--- config.mk ---
export PLATFORM = sky130hd
export DESIGN_NAME = ext_arbiter_flat
export DESIGN_NICKNAME = d
export VERILOG_FILES = /design/src/rtl/ext_if.sv /design/src/rtl/ext_arbiter.sv /design/src/flat_wrapper.sv
export SDC_FILE = /design/constraint.sdc
export NUM_CORES = 1
export LEC_CHECK = 0
export BUFFER_PORTS_ARGS = -buffer_cell sky130_fd_sc_hd__buf_4
export CAP_MARGIN = 0
export CORE_AREA = 2 2 63 77
export DETAILED_ROUTE_END_ITERATION = 12
export DIE_AREA = 0 0 65 79
export GPL_ROUTABILITY_DRIVEN = 1
export MAX_ROUTING_LAYER = met4
export PLACE_DENSITY = 0.83
export SLEW_MARGIN = 20
export SYNTH_ARGS = -nofsm -noshare
export SYNTH_HDL_FRONTEND = slang
export SYNTH_SLANG_ARGS = --single-unit
--- constraint.sdc ---
create_clock -name clk -period 3.42 [get_ports clk]
set_input_delay 0.513 -clock clk [delete_from_list [all_inputs] [get_ports clk]]
set_output_delay 0.513 -clock clk [all_outputs]
set_load 0.01 [all_outputs]
--- src/rtl/ext_if.sv ---
// Bus bundle between the two immediate requesters, the consumer and ext_arbiter.
// slave = arbiter view, master = requester/consumer view.
interface ext_if #(
  parameter int unsigned CNT_W = 16
);
  logic             req_a;
  logic [15:0]      imm_a;
  logic [1:0]       eop_a;
  logic             req_b;
  logic [15:0]      imm_b;
  logic [1:0]       eop_b;
  logic             gnt_a;
  logic             gnt_b;
  logic             out_valid;
  logic             out_ready;
  logic             out_tag;
  logic [31:0]      out_ext;
  logic [CNT_W-1:0] cnt_a;
  logic [CNT_W-1:0] cnt_b;

  modport slave (
    input  req_a, imm_a, eop_a, req_b, imm_b, eop_b, out_ready,
    output gnt_a, gnt_b, out_valid, out_tag, out_ext, cnt_a, cnt_b
  );

  modport master (
    output req_a, imm_a, eop_a, req_b, imm_b, eop_b, out_ready,
    input  gnt_a, gnt_b, out_valid, out_tag, out_ext, cnt_a, cnt_b
  );
endinterface

--- src/rtl/ext_arbiter.sv ---
// Two-port round-robin arbiter in front of a shared 16->32 immediate extender
// with a one-entry valid/ready result buffer. Optional grant counters: EXT_STATS_EN.
module ext_arbiter #(
  parameter int unsigned CNT_W = 16
) (
  input logic  clk,
  input logic  reset,
  ext_if.slave bus
);
  localparam int unsigned IMM_W = 16;
  localparam int unsigned EXT_W = 32;

  logic             prio_q;
  logic             valid_q;
  logic             tag_q;
  logic [EXT_W-1:0] ext_q;

  logic             free_c;
  logic             gnt_a_c;
  logic             gnt_b_c;
  logic             grant_c;
  logic [IMM_W-1:0] sel_imm_c;
  logic [1:0]       sel_eop_c;
  logic [EXT_W-1:0] ext_c;

  // Grant only into a free buffer; prio breaks ties, reset masks both.
  always_comb begin
    free_c    = !valid_q || bus.out_ready;
    gnt_a_c   = !reset && free_c && bus.req_a && (!bus.req_b || !prio_q);
    gnt_b_c   = !reset && free_c && bus.req_b && (!bus.req_a ||  prio_q);
    grant_c   = gnt_a_c || gnt_b_c;
    sel_imm_c = gnt_b_c ? bus.imm_b : bus.imm_a;
    sel_eop_c = gnt_b_c ? bus.eop_b : bus.eop_a;
  end

  // Shared extension unit.
  always_comb begin
    ext_c = '0;
    case (sel_eop_c)
      2'b00:   ext_c = {{16{sel_imm_c[15]}}, sel_imm_c};
      2'b01:   ext_c = {16'h0, sel_imm_c};
      2'b10:   ext_c = {sel_imm_c, 16'h0};
      default: ext_c = {{14{sel_imm_c[15]}}, sel_imm_c, 2'b00};
    endcase
  end

  // Result buffer: EMPTY/FULL is valid_q; a grant overwrites even while draining.
  always_ff @(posedge clk) begin
    if (reset) begin
      valid_q <= 1'b0;
      tag_q   <= 1'b0;
      ext_q   <= '0;
      prio_q  <= 1'b0;
    end else if (grant_c) begin
      valid_q <= 1'b1;
      tag_q   <= gnt_b_c;
      ext_q   <= ext_c;
      prio_q  <= gnt_a_c;
    end else if (valid_q && bus.out_ready) begin
      valid_q <= 1'b0;
    end
  end

  assign bus.gnt_a     = gnt_a_c;
  assign bus.gnt_b     = gnt_b_c;
  assign bus.out_valid = valid_q;
  assign bus.out_tag   = tag_q;
  assign bus.out_ext   = ext_q;

`ifdef EXT_STATS_EN
  logic [CNT_W-1:0] cnt_a_q;
  logic [CNT_W-1:0] cnt_b_q;

  // Saturating grant counters.
  always_ff @(posedge clk) begin
    if (reset) begin
      cnt_a_q <= '0;
      cnt_b_q <= '0;
    end else begin
      if (gnt_a_c && (cnt_a_q != {CNT_W{1'b1}})) cnt_a_q <= cnt_a_q + CNT_W'(1);
      if (gnt_b_c && (cnt_b_q != {CNT_W{1'b1}})) cnt_b_q <= cnt_b_q + CNT_W'(1);
    end
  end

  assign bus.cnt_a = cnt_a_q;
  assign bus.cnt_b = cnt_b_q;
`else
  assign bus.cnt_a = '0;
  assign bus.cnt_b = '0;
`endif

endmodule
--- src/flat_wrapper.sv ---
// flat-port wrapper written by rule: the top's interface ports become plain ports
module ext_arbiter_flat 
#(
  parameter int unsigned CNT_W = 16
)
  (clk, reset, bus_req_a, bus_imm_a, bus_eop_a, bus_req_b, bus_imm_b, bus_eop_b, bus_out_ready, bus_gnt_a, bus_gnt_b, bus_out_valid, bus_out_tag, bus_out_ext, bus_cnt_a, bus_cnt_b);
  ext_if #(.CNT_W(CNT_W)) bus_i ();
  input logic clk;
  input logic reset;
  input wire logic [$bits(bus_i.req_a)-1:0] bus_req_a;
  input wire logic [$bits(bus_i.imm_a)-1:0] bus_imm_a;
  input wire logic [$bits(bus_i.eop_a)-1:0] bus_eop_a;
  input wire logic [$bits(bus_i.req_b)-1:0] bus_req_b;
  input wire logic [$bits(bus_i.imm_b)-1:0] bus_imm_b;
  input wire logic [$bits(bus_i.eop_b)-1:0] bus_eop_b;
  input wire logic [$bits(bus_i.out_ready)-1:0] bus_out_ready;
  output wire logic [$bits(bus_i.gnt_a)-1:0] bus_gnt_a;
  output wire logic [$bits(bus_i.gnt_b)-1:0] bus_gnt_b;
  output wire logic [$bits(bus_i.out_valid)-1:0] bus_out_valid;
  output wire logic [$bits(bus_i.out_tag)-1:0] bus_out_tag;
  output wire logic [$bits(bus_i.out_ext)-1:0] bus_out_ext;
  output wire logic [$bits(bus_i.cnt_a)-1:0] bus_cnt_a;
  output wire logic [$bits(bus_i.cnt_b)-1:0] bus_cnt_b;
  assign bus_i.req_a = bus_req_a;
  assign bus_i.imm_a = bus_imm_a;
  assign bus_i.eop_a = bus_eop_a;
  assign bus_i.req_b = bus_req_b;
  assign bus_i.imm_b = bus_imm_b;
  assign bus_i.eop_b = bus_eop_b;
  assign bus_i.out_ready = bus_out_ready;
  assign bus_gnt_a = bus_i.gnt_a;
  assign bus_gnt_b = bus_i.gnt_b;
  assign bus_out_valid = bus_i.out_valid;
  assign bus_out_tag = bus_i.out_tag;
  assign bus_out_ext = bus_i.out_ext;
  assign bus_cnt_a = bus_i.cnt_a;
  assign bus_cnt_b = bus_i.cnt_b;
  ext_arbiter #(.CNT_W(CNT_W)) u_core (.clk(clk), .reset(reset), .bus(bus_i));
endmodule
==> results_dict.tcl, run 1 <==
set metrics [dict create \
    cts_made_buffers 5 \
    setup.worst_path.end "bus_gnt_a" \
    gp_congestion 0.9259 \
    async_flop_share 0 \
    die-height_um 79 \
    power.total_w 0.001061 \
    drc 0 \
    p_leak_nw 1.171 \
    clock_skew_ns 0.004407 \
    syn_to_final_growth_pct 26.08 \
    top_usage_layer "met2" \
    gr-usage-met1 0.2400 \
    n_antenna_cell 0 \
    overflow 0 \
    core_area_sq_um 4425 \
    grt_util_all_layers 0.2040 \
    finalHoldViolations 0 \
    rsz0062_at_grt "no" \
    rrSetupSlack_ns 1.15 \
    postCtsSetupBuffers 0 \
    fmax_mhz 416.8 \
    ys_seq_elements 35 \
    drive_above_1_share 0.3388 \
    max_slew_margin 0.4862 \
    routed_wl_um 5034 \
    cts.path.max_buffers 2 \
    wire_per_inst_um 13.91 \
    worst-setup-path-type "reg2out" \
    antenna_found_initial 0 \
    num_vias 1836 \
    die_area_sq_um 5135 \
    slew_violations 0 \
    outcome "completed" \
    seq_area_frac_synth 0.3421 \
    rr_startpoint "u_core.bus.out_valid" \
    first_pass_iters 4 \
    vias_per_cell 5.072 \
    grt_max_degree 33 \
    synth-edff-count 0 \
    worst-path-max-fanout 32 \
    io_buffers 76 \
    root_buffer "clkbuf_8" \
    ant_nets 0 \
    clock_latency_ns 0.29 \
    setup_tns_ns 0 \
    grt_pass1_wl_um 7879 \
    setup_viol 0 \
    min_path_type "reg2reg" \
    cts_tree "built" \
    grt_pass1_vias 1679 \
    cp-start-kind "register" \
    endpoint_kind "primary output" \
    synth_cells 232 \
    grt_use_met2 0.3351 \
    min_period_ns 2.399 \
    synth_flop_cell "dfxtp_1" \
    worstPathRequired_ns 2.91 \
    place_hpwl_um 3910 \
    synth_area_per_cell_sq_um 8.829 \
    die_w_um 65 \
    cts_resized 0 \
    num_rows 27 \
    yosysUniqueCellTypes 42 \
    clkSinkCount 35 \
    drtIter0Drc 121 \
    yosys_warnings 0 \
    critPathLaunch "u_core.bus.out_valid" \
    worstRegToRegCells 6 \
    vdd_ir_drop_max_mv 0.2544 \
    grtUsageMet3 0.04674 \
    hold_path_depth 2 \
    power.density_nw_per_um2 410.7 \
    max-cap-violations 0 \
    htree_levels 2 \
    syn-cell-area_sq_um 2048 \
    fin_crit_sh 0.7015 \
    timing.rr.end "u_core.bus.out_ext[15]" \
    tightest_slew_ns 0.7656 \
    critPathArrivalTime_ns 1.89 \
    pin_count 109 \
    cts-hold-fix-buffers 0 \
    path_clk_slew_ns 0.07 \
    start_util 0.4628 \
    fin_nets 344 \
]
## worst min path at each step
| stage | start | to | slack [ns] |
|---|---|---|---|
| after floorplan | u_core.prio_q | u_core.prio_q | 0.44 |
| after global placement | u_core.bus.out_ext[2] | u_core.bus.out_ext[2] | 0.45 |
| after detailed placement | u_core.bus.out_ext[13] | u_core.bus.out_ext[13] | 0.45 |
| after CTS | u_core.bus.out_ext[13] | u_core.bus.out_ext[13] | 0.48 |
| after global routing | u_core.bus.out_tag | u_core.bus.out_tag | 0.49 |
| final | u_core.bus.out_ext[13] | u_core.bus.out_ext[13] | 0.47 |
## power breakdown
part	switching, W	internal, W	leakage [nW]
Clock	0.000151	0.000139	0.0477
Combinational	0.000154	0.000144	0.833
Sequential	0.0000231	0.000450	0.290
Total	0.000328	0.000733	1.17
## state kept, by name, summed over array words and instances (netlist names)
register and cells:
u_core.bus.out_ext 32, u_core.bus.out_tag 1, u_core.bus.out_valid 1, u_core.prio_q 1
## synth_stat cells (3+ instances only)
cell type	count	area (sq um)
dfxtp_1	35	700.7
buf_4	33	247.7
nand2_1	25	93.84
nor2_1	24	90.09
mux2i_1	14	140.1
nand2b_1	12	75.07
o221ai_1	10	87.58
a211oi_1	8	60.06
clkbuf_1	7	26.28
a22o_1	5	43.79
nor3_1	4	20.02
nor3b_1	4	30.03
o21ai_0	4	20.02
a211oi_2	3	37.54
a311oi_1	3	26.28
buf_6	3	33.78
inv_1	3	11.26
mux2_2	3	33.78
## worst max-delay path: stages, from the launching register on
cell      delay [ns]
dfxtp_1         0.31
nor2b_1         0.17
or4_4           0.58
clkinv_4        0.27
nor2_1          0.12
buf_4           0.16
## per-stage QoR
stage / hold WS [ns] / util / cell area, sq um / setup WS, ns / instances
after global routing: 0.4898 / 0.5835 / 2582 / 0.9341 / 362
after detailed placement: 0.4530 / 0.5646 / 2499 / 0.8786 / 354
after CTS: 0.4787 / 0.5835 / 2582 / 1.014 / 362
after floorplan: 0.4448 / - / 2165 / 1.280 / 263
after global placement: 0.4538 / 0.5646 / 2499 / 0.9308 / 354
final: 0.4745 / 0.5835 / 2582 / 1.021 / 362
## final cells by class
class / count / area [sq um]
Timing Repair Buffer: 79 / 593.1
Tap cell: 58 / 72.57
Multi-Input combinational cell: 177 / 1109
Clock buffer: 5 / 68.82
Sequential cell: 35 / 700.7
Inverter: 5 / 23.77
Fill cell: 419 / 1843
Clock inverter: 3 / 15.01
## layout by cell type (no fill, tap or decap), types with 3 or more instances in the layout
cell and count:
conb_1 32, nand2b_1 12, dfxtp_1 35, a311oi_1 3, a211oi_2 3, mux2i_1 14
buf_4 79, mux2_2 3, inv_1 3, a211oi_1 8, clkinv_2 3, o21ai_0 4
o221ai_1 10, nor2_1 24, nor3b_1 4, clkbuf_8 5, nor3_1 3, a22o_1 5
nand2_1 25
## layer usage
layer / vias up / wire (um)
met5: - / 0
met4: 0 / 80
met3: 7 / 431
met2: 94 / 2448
met1: 835 / 2073
li1: 900 / -
## cells by family (layout without fill, tap and decap cells)
family,after synthesis,in the layout,share of synthesized area
other,1,32,0.001831
muxes,20,20,0.1106
buffers and inverters,51,92,0.1759
and+or+nand+nor,80,80,0.1875
DFF,35,35,0.3421
AOI/OAI and AO/OA,45,45,0.1820
Note: power is estimated with default switching activity, not from simulation.
==> run 2: changes to the inputs <==
- ABC_AREA: default -> 1
- CORE_AREA: 2 2 63 77 -> 2 2 68 83
- DIE_AREA: 0 0 65 79 -> 0 0 70 85
- PLACE_DENSITY: 0.83 -> 0.79
- clock period: 3.42 -> 2.4 ns (I/O delays scaled with it)
==> run 2 against run 1 <==
Die area up 16%. Critical endpoint is now u_core.bus.out_ext[17]. Combinational power up 66%. Clock skew up 0.0029 ns. Via count up 24%. Highest routed layer unchanged.
==> results_dict.tcl, run 2 <==
set metrics [dict create \
    drc 0 \
    outcome "completed" \
    finalHoldViolations 0 \
    num_vias 2284 \
    die-height_um 85 \
    final_area_sq_um 2869 \
    yosysTopAreaCellShare 0.2950 \
    io_buffers 76 \
    path_clk_slew_ns 0.07 \
    cts_tree "built" \
    first_pass_iters 4 \
    power.density_nw_per_um2 548.0 \
    clock_skew_ns 0.007324 \
    max-cap-violations 0 \
    synth_area_leaders "dfxtp_1, nand2_1, buf_4, nor2_1, nand3_1" \
    critPathArrivalTime_ns 2.03 \
    synth-edff-count 0 \
    final_cell_mix "nand2_1, buf_4, nor2_1, dfxtp_1, conb_1" \
    synth_flop_cell "dfxtp_1" \
    synth_area_per_cell_sq_um 6.708 \
    wire_per_inst_um 11.30 \
    drtIter0Drc 123 \
    cts-hold-fix-buffers 0 \
    routed_wl_um 5456 \
    cp-start-kind "register" \
    overflow 0 \
    start_util 0.4609 \
    fin_nets 461 \
    largest_register_ffs 32 \
    cts_resized 0 \
    final_common_cell "nand2_1" \
    synth_most_common_cell "nand2_1" \
    worst-path-max-fanout 14 \
    yosys_warnings 0 \
    vdd_ir_drop_max_mv 0.3250 \
    drive_above_1_share 0.3112 \
    clkSinkCount 35 \
    num_rows 29 \
    pin_count 109 \
    fin_util 0.5568 \
    syn-cell-area_sq_um 2375 \
    die_area_sq_um 5950 \
    ant_nets 0 \
    setup_tns_ns 0 \
    rsz0062_at_grt "no" \
    place_hpwl_um 4249 \
    die_w_um 70 \
    worst-setup-path-type "reg2reg" \
    post_dp_cell_area_sq_um 2784 \
    seq_area_frac_synth 0.2950 \
    pre_cts_slack_ns 0.3821 \
    fin_crit_sh 0.7501 \
    worstPathRequired_ns 2.63 \
    synth_cells 354 \
    grt_pass1_vias 1975 \
    yosys-top-cells-count "nand2_1, nor2_1, dfxtp_1" \
    postCtsSetupBuffers 0 \
    syn_to_final_growth_pct 20.81 \
    grt_pass1_wl_um 8997 \
    fin_ws_ns 0.5998 \
    post-synth-top-area-cell "dfxtp_1" \
    min_period_ns 1.800 \
    fmax_mhz 555.5 \
    p_leak_nw 1.452 \
    ys_seq_elements 35 \
    clock_latency_ns 0.29 \
    endpoint_kind "register" \
    core_area_sq_um 5152 \
    min_path_type "in2reg" \
    gp_congestion 0.8534 \
    yosysUniqueCellTypes 21 \
    n_antenna_cell 0 \
    root_buffer "clkbuf_8" \
    cts_made_buffers 5 \
    grt_util_all_layers 0.1895 \
    antenna_found_initial 0 \
    vias_per_cell 4.729 \
    slew_violations 0 \
    htree_levels 2 \
    cts.path.max_buffers 2 \
    grt_max_degree 32 \
    power.total_w 0.001572 \
    async_flop_share 0 \
    setup_viol 0 \
]
[run 2: cell count changes after synthesis, moves of 10 or more]
cell | previous run | this run
nand2_1 | 25 | 112
nand3_1 | 2 | 30
nor2_2 | 0 | 20
nor2_1 | 24 | 41
o21ai_0 | 4 | 21
mux2i_1 | 14 | 0
nand2b_1 | 12 | 0
a21oi_1 | 2 | 13
o221ai_1 | 10 | 0
[run 2: where the power goes]
group / total, W / internal [W] / switching (W)
clock network: 0.000415 / 0.000203 / 0.000212
registers: 0.000661 / 0.000633 / 0.0000289
logic: 0.000496 / 0.000204 / 0.000292
total: 0.00157 / 0.00104 / 0.000533
[run 2: critical path, stage by stage, from the launching register on]
cell	delay (ns)
dfxtp_1	0.36
inv_2	0.05
a21oi_2	0.14
nand2_1	0.14
nand2_1	0.09
nand2_1	0.25
nand2_1	0.22
nand2_4	0.09
nor2_8	0.24
nor2_1	0.08
nor2_1	0.09
[run 2: cells by family after synthesis]
| kind of cell | after synthesis | synth area share |
|---|---|---|
| and+or+nand+nor | 220 | 0.4373 |
| AOI/OAI and AO/OA | 36 | 0.07903 |
| DFF | 35 | 0.2950 |
| other | 1 | 0.001579 |
| buffers and inverters | 62 | 0.1870 |
[run 2: per-stage QoR]
| step | hold WS, ns | std cells |
|---|---|---|
| 2_1_floorplan | 0.4863 | 385 |
| 3_3_place_gp | 0.4597 | 475 |
| 3_5_place_dp | 0.4600 | 475 |
| 4_1_cts | 0.3809 | 483 |
| 5_1_grt | 0.3978 | 483 |
| 6_report | 0.3879 | 483 |
[run 2: path summary, 6_finish.rpt]
path / start / endpoint / slack, ns / cells past startpoint
min reg2reg: u_core.bus.out_ext[1] / u_core.bus.out_ext[1] / 0.47 / 2
max reg2reg: u_core.prio_q / u_core.bus.out_ext[17] / 0.60 / 10
max: u_core.prio_q / u_core.bus.out_ext[17] / 0.60 / 10
min: reset / u_core.bus.out_ext[2] / 0.39 / 2
[run 2: per-layer routing]
layer | vias to the layer above | track usage | wire, um | part of all wire
met5 | - | - | 0 | 0
met4 | 0 | 0.04720 | 57 | 0.010
met3 | 6 | 0.03919 | 456 | 0.084
met2 | 96 | 0.3203 | 2731 | 0.50
met1 | 1014 | 0.2312 | 2211 | 0.41
li1 | 1168 | - | - | -
[run 2: cell type report]
class	instances	area (sq um)
Clock buffer	6	72.57
Clock inverter	2	12.51
Fill cell	515	2283
Inverter	9	38.79
Multi-Input combinational cell	288	1346
Sequential cell	35	700.7
Tap cell	62	77.57
Timing Repair Buffer	81	620.6
==> run 3: changes to the inputs <==
- clock period: 2.4 -> 1.9 ns (I/O delays scaled with it)
==> run 3 against run 2 <==
Global-route usage is 0.48 points higher. Sequential share of layout area down 0.32 points. First-iteration DRC count is 15% higher. Via count is 0.57% higher. Sequential power increased by 26%. Critical endpoint is now bus_gnt_b. Final area is 1.3% higher.
==> results_dict.tcl, run 3 (synthesized netlist as in run 2, its figures left out) <==
set metrics [dict create \
    clock_skew_ns 0.01167 \
    min_period_ns 1.675 \
    power.share.switching 0.3412 \
    final_area_sq_um 2907 \
    drc 0 \
    hold_path_depth 4 \
    start_util 0.4609 \
    cts_resized 0 \
    p_int_w 0.001323 \
    htree_levels 2 \
    slew_violations 0 \
    critPathArrivalTime_ns 1.39 \
    postCtsSetupBuffers 0 \
    syn_to_final_growth_pct 22.39 \
    post_dp_cell_area_sq_um 2821 \
    fin_nets 466 \
    p_leak_nw 1.477 \
    power_frac_comb 0.320 \
    cts.path.max_buffers 2 \
    power_frac_clock 0.264 \
    grt_use_met2 0.3385 \
    cts-hold-fix-buffers 0 \
    ant_nets 0 \
    fin_crit_sh 0.8815 \
    overflow 0 \
    outcome "completed" \
    netSwitchingPower_w 0.0006851 \
    min_path_type "in2reg" \
    cp-start-kind "register" \
    num_vias 2297 \
    drtIter0Drc 141 \
    cts_made_buffers 5 \
    place_hpwl_um 4406 \
    core_area_sq_um 5152 \
    path_clk_slew_ns 0.06 \
    die_w_um 70 \
    rsz0062_at_grt "no" \
    gp_congestion 0.8807 \
    vdd_ir_drop_max_mv 0.4696 \
    setup_tns_ns 0 \
    final_cell_mix "nand2_1, buf_4, nor2_1, dfxtp_1, conb_1" \
    endpoint_kind "primary output" \
    largest_register_ffs 32 \
    setup_viol 0 \
    max-cap-violations 0 \
    first_pass_iters 4 \
    worstRegToRegCells 10 \
    n_antenna_cell 0 \
    io_buffers 76 \
    grt_pass1_vias 1974 \
    hold_ws_ns 0.3657 \
    fmax_mhz 597.1 \
    worst-setup-path-type "reg2out" \
    worst-path-max-fanout 10 \
    gr-usage-met1 0.2251 \
    clkSinkCount 35 \
    clock_latency_ns 0.30 \
    num_rows 29 \
    worstPathRequired_ns 1.62 \
    power.density_nw_per_um2 690.8 \
    routed_wl_um 5661 \
    grt_pass1_wl_um 9149 \
    die_area_sq_um 5950 \
    cts_tree "built" \
    root_buffer "clkbuf_8" \
    finalHoldViolations 0 \
    die-height_um 85 \
    grt_util_all_layers 0.1943 \
    fin_util 0.5641 \
    wire_per_inst_um 11.60 \
    fill_cells 510 \
    grtUsageMet3 0.04751 \
    final_common_cell "nand2_1" \
    p_seq_frac 0.416 \
    antenna_found_initial 0 \
    grt_max_degree 32 \
    top_usage_layer "met2" \
    vias_per_cell 4.707 \
    drive_above_1_share 0.3192 \
    pin_count 109 \
]
==> run 3: layer usage <==
metal	wire length, um	up-vias
met5	0	-
met4	102	0
met3	454	8
met2	2840	110
met1	2264	1001
li1	-	1178
==> run 3: final cells by class <==
class,instances,area [sq um],share of cell area
Clock buffer,6,72.57,0.02497
Multi-Input combinational cell,288,1346,0.4632
Sequential cell,35,700.7,0.2411
Clock inverter,2,12.51,0.004305
Tap cell,62,77.57,0.02669
Timing Repair Buffer,86,658.1,0.2264
Inverter,9,38.79,0.01334
==> run 3: final timing paths <==
| check | endpoint | slack (ns) | startpoint |
|---|---|---|---|
| worst min register to register | u_core.bus.out_ext[0] | 0.47 | u_core.bus.out_ext[0] |
| worst max-delay path | bus_gnt_b | 0.23 | u_core.bus.out_valid |
| worst max register to register | u_core.bus.out_ext[12] | 0.26 | u_core.bus.out_valid |
| worst min-delay path | u_core.bus.out_valid | 0.37 | bus_out_ready |
==> run 3: per-stage QoR <==
stage,power [W],instances,setup WS (ns)
after floorplan,0.001318,385,0.4368
after global placement,0.001481,480,0.2117
after detailed placement,0.001492,480,0.1450
after CTS,0.002017,488,0.2185
after global routing,0.002118,488,0.1119
final,0.002008,488,0.2252
==> run 3: power by group through the flow <==
stage	logic [W]	clock network (W)	registers, W
floorplan	0.000443	0	0.000875
global placement	0.000629	0	0.000852
detailed placement	0.000641	0	0.000852
CTS	0.000644	0.000537	0.000836
global route	0.000708	0.000566	0.000844
finish	0.000643	0.000530	0.000835
==> run 3: worst max-delay path: stages (launching register included) <==
cell	delay (ns)
dfxtp_1	0.33
nand2_1	0.13
nand2_4	0.09
nor2_8	0.23
buf_4	0.19
buf_4	0.12
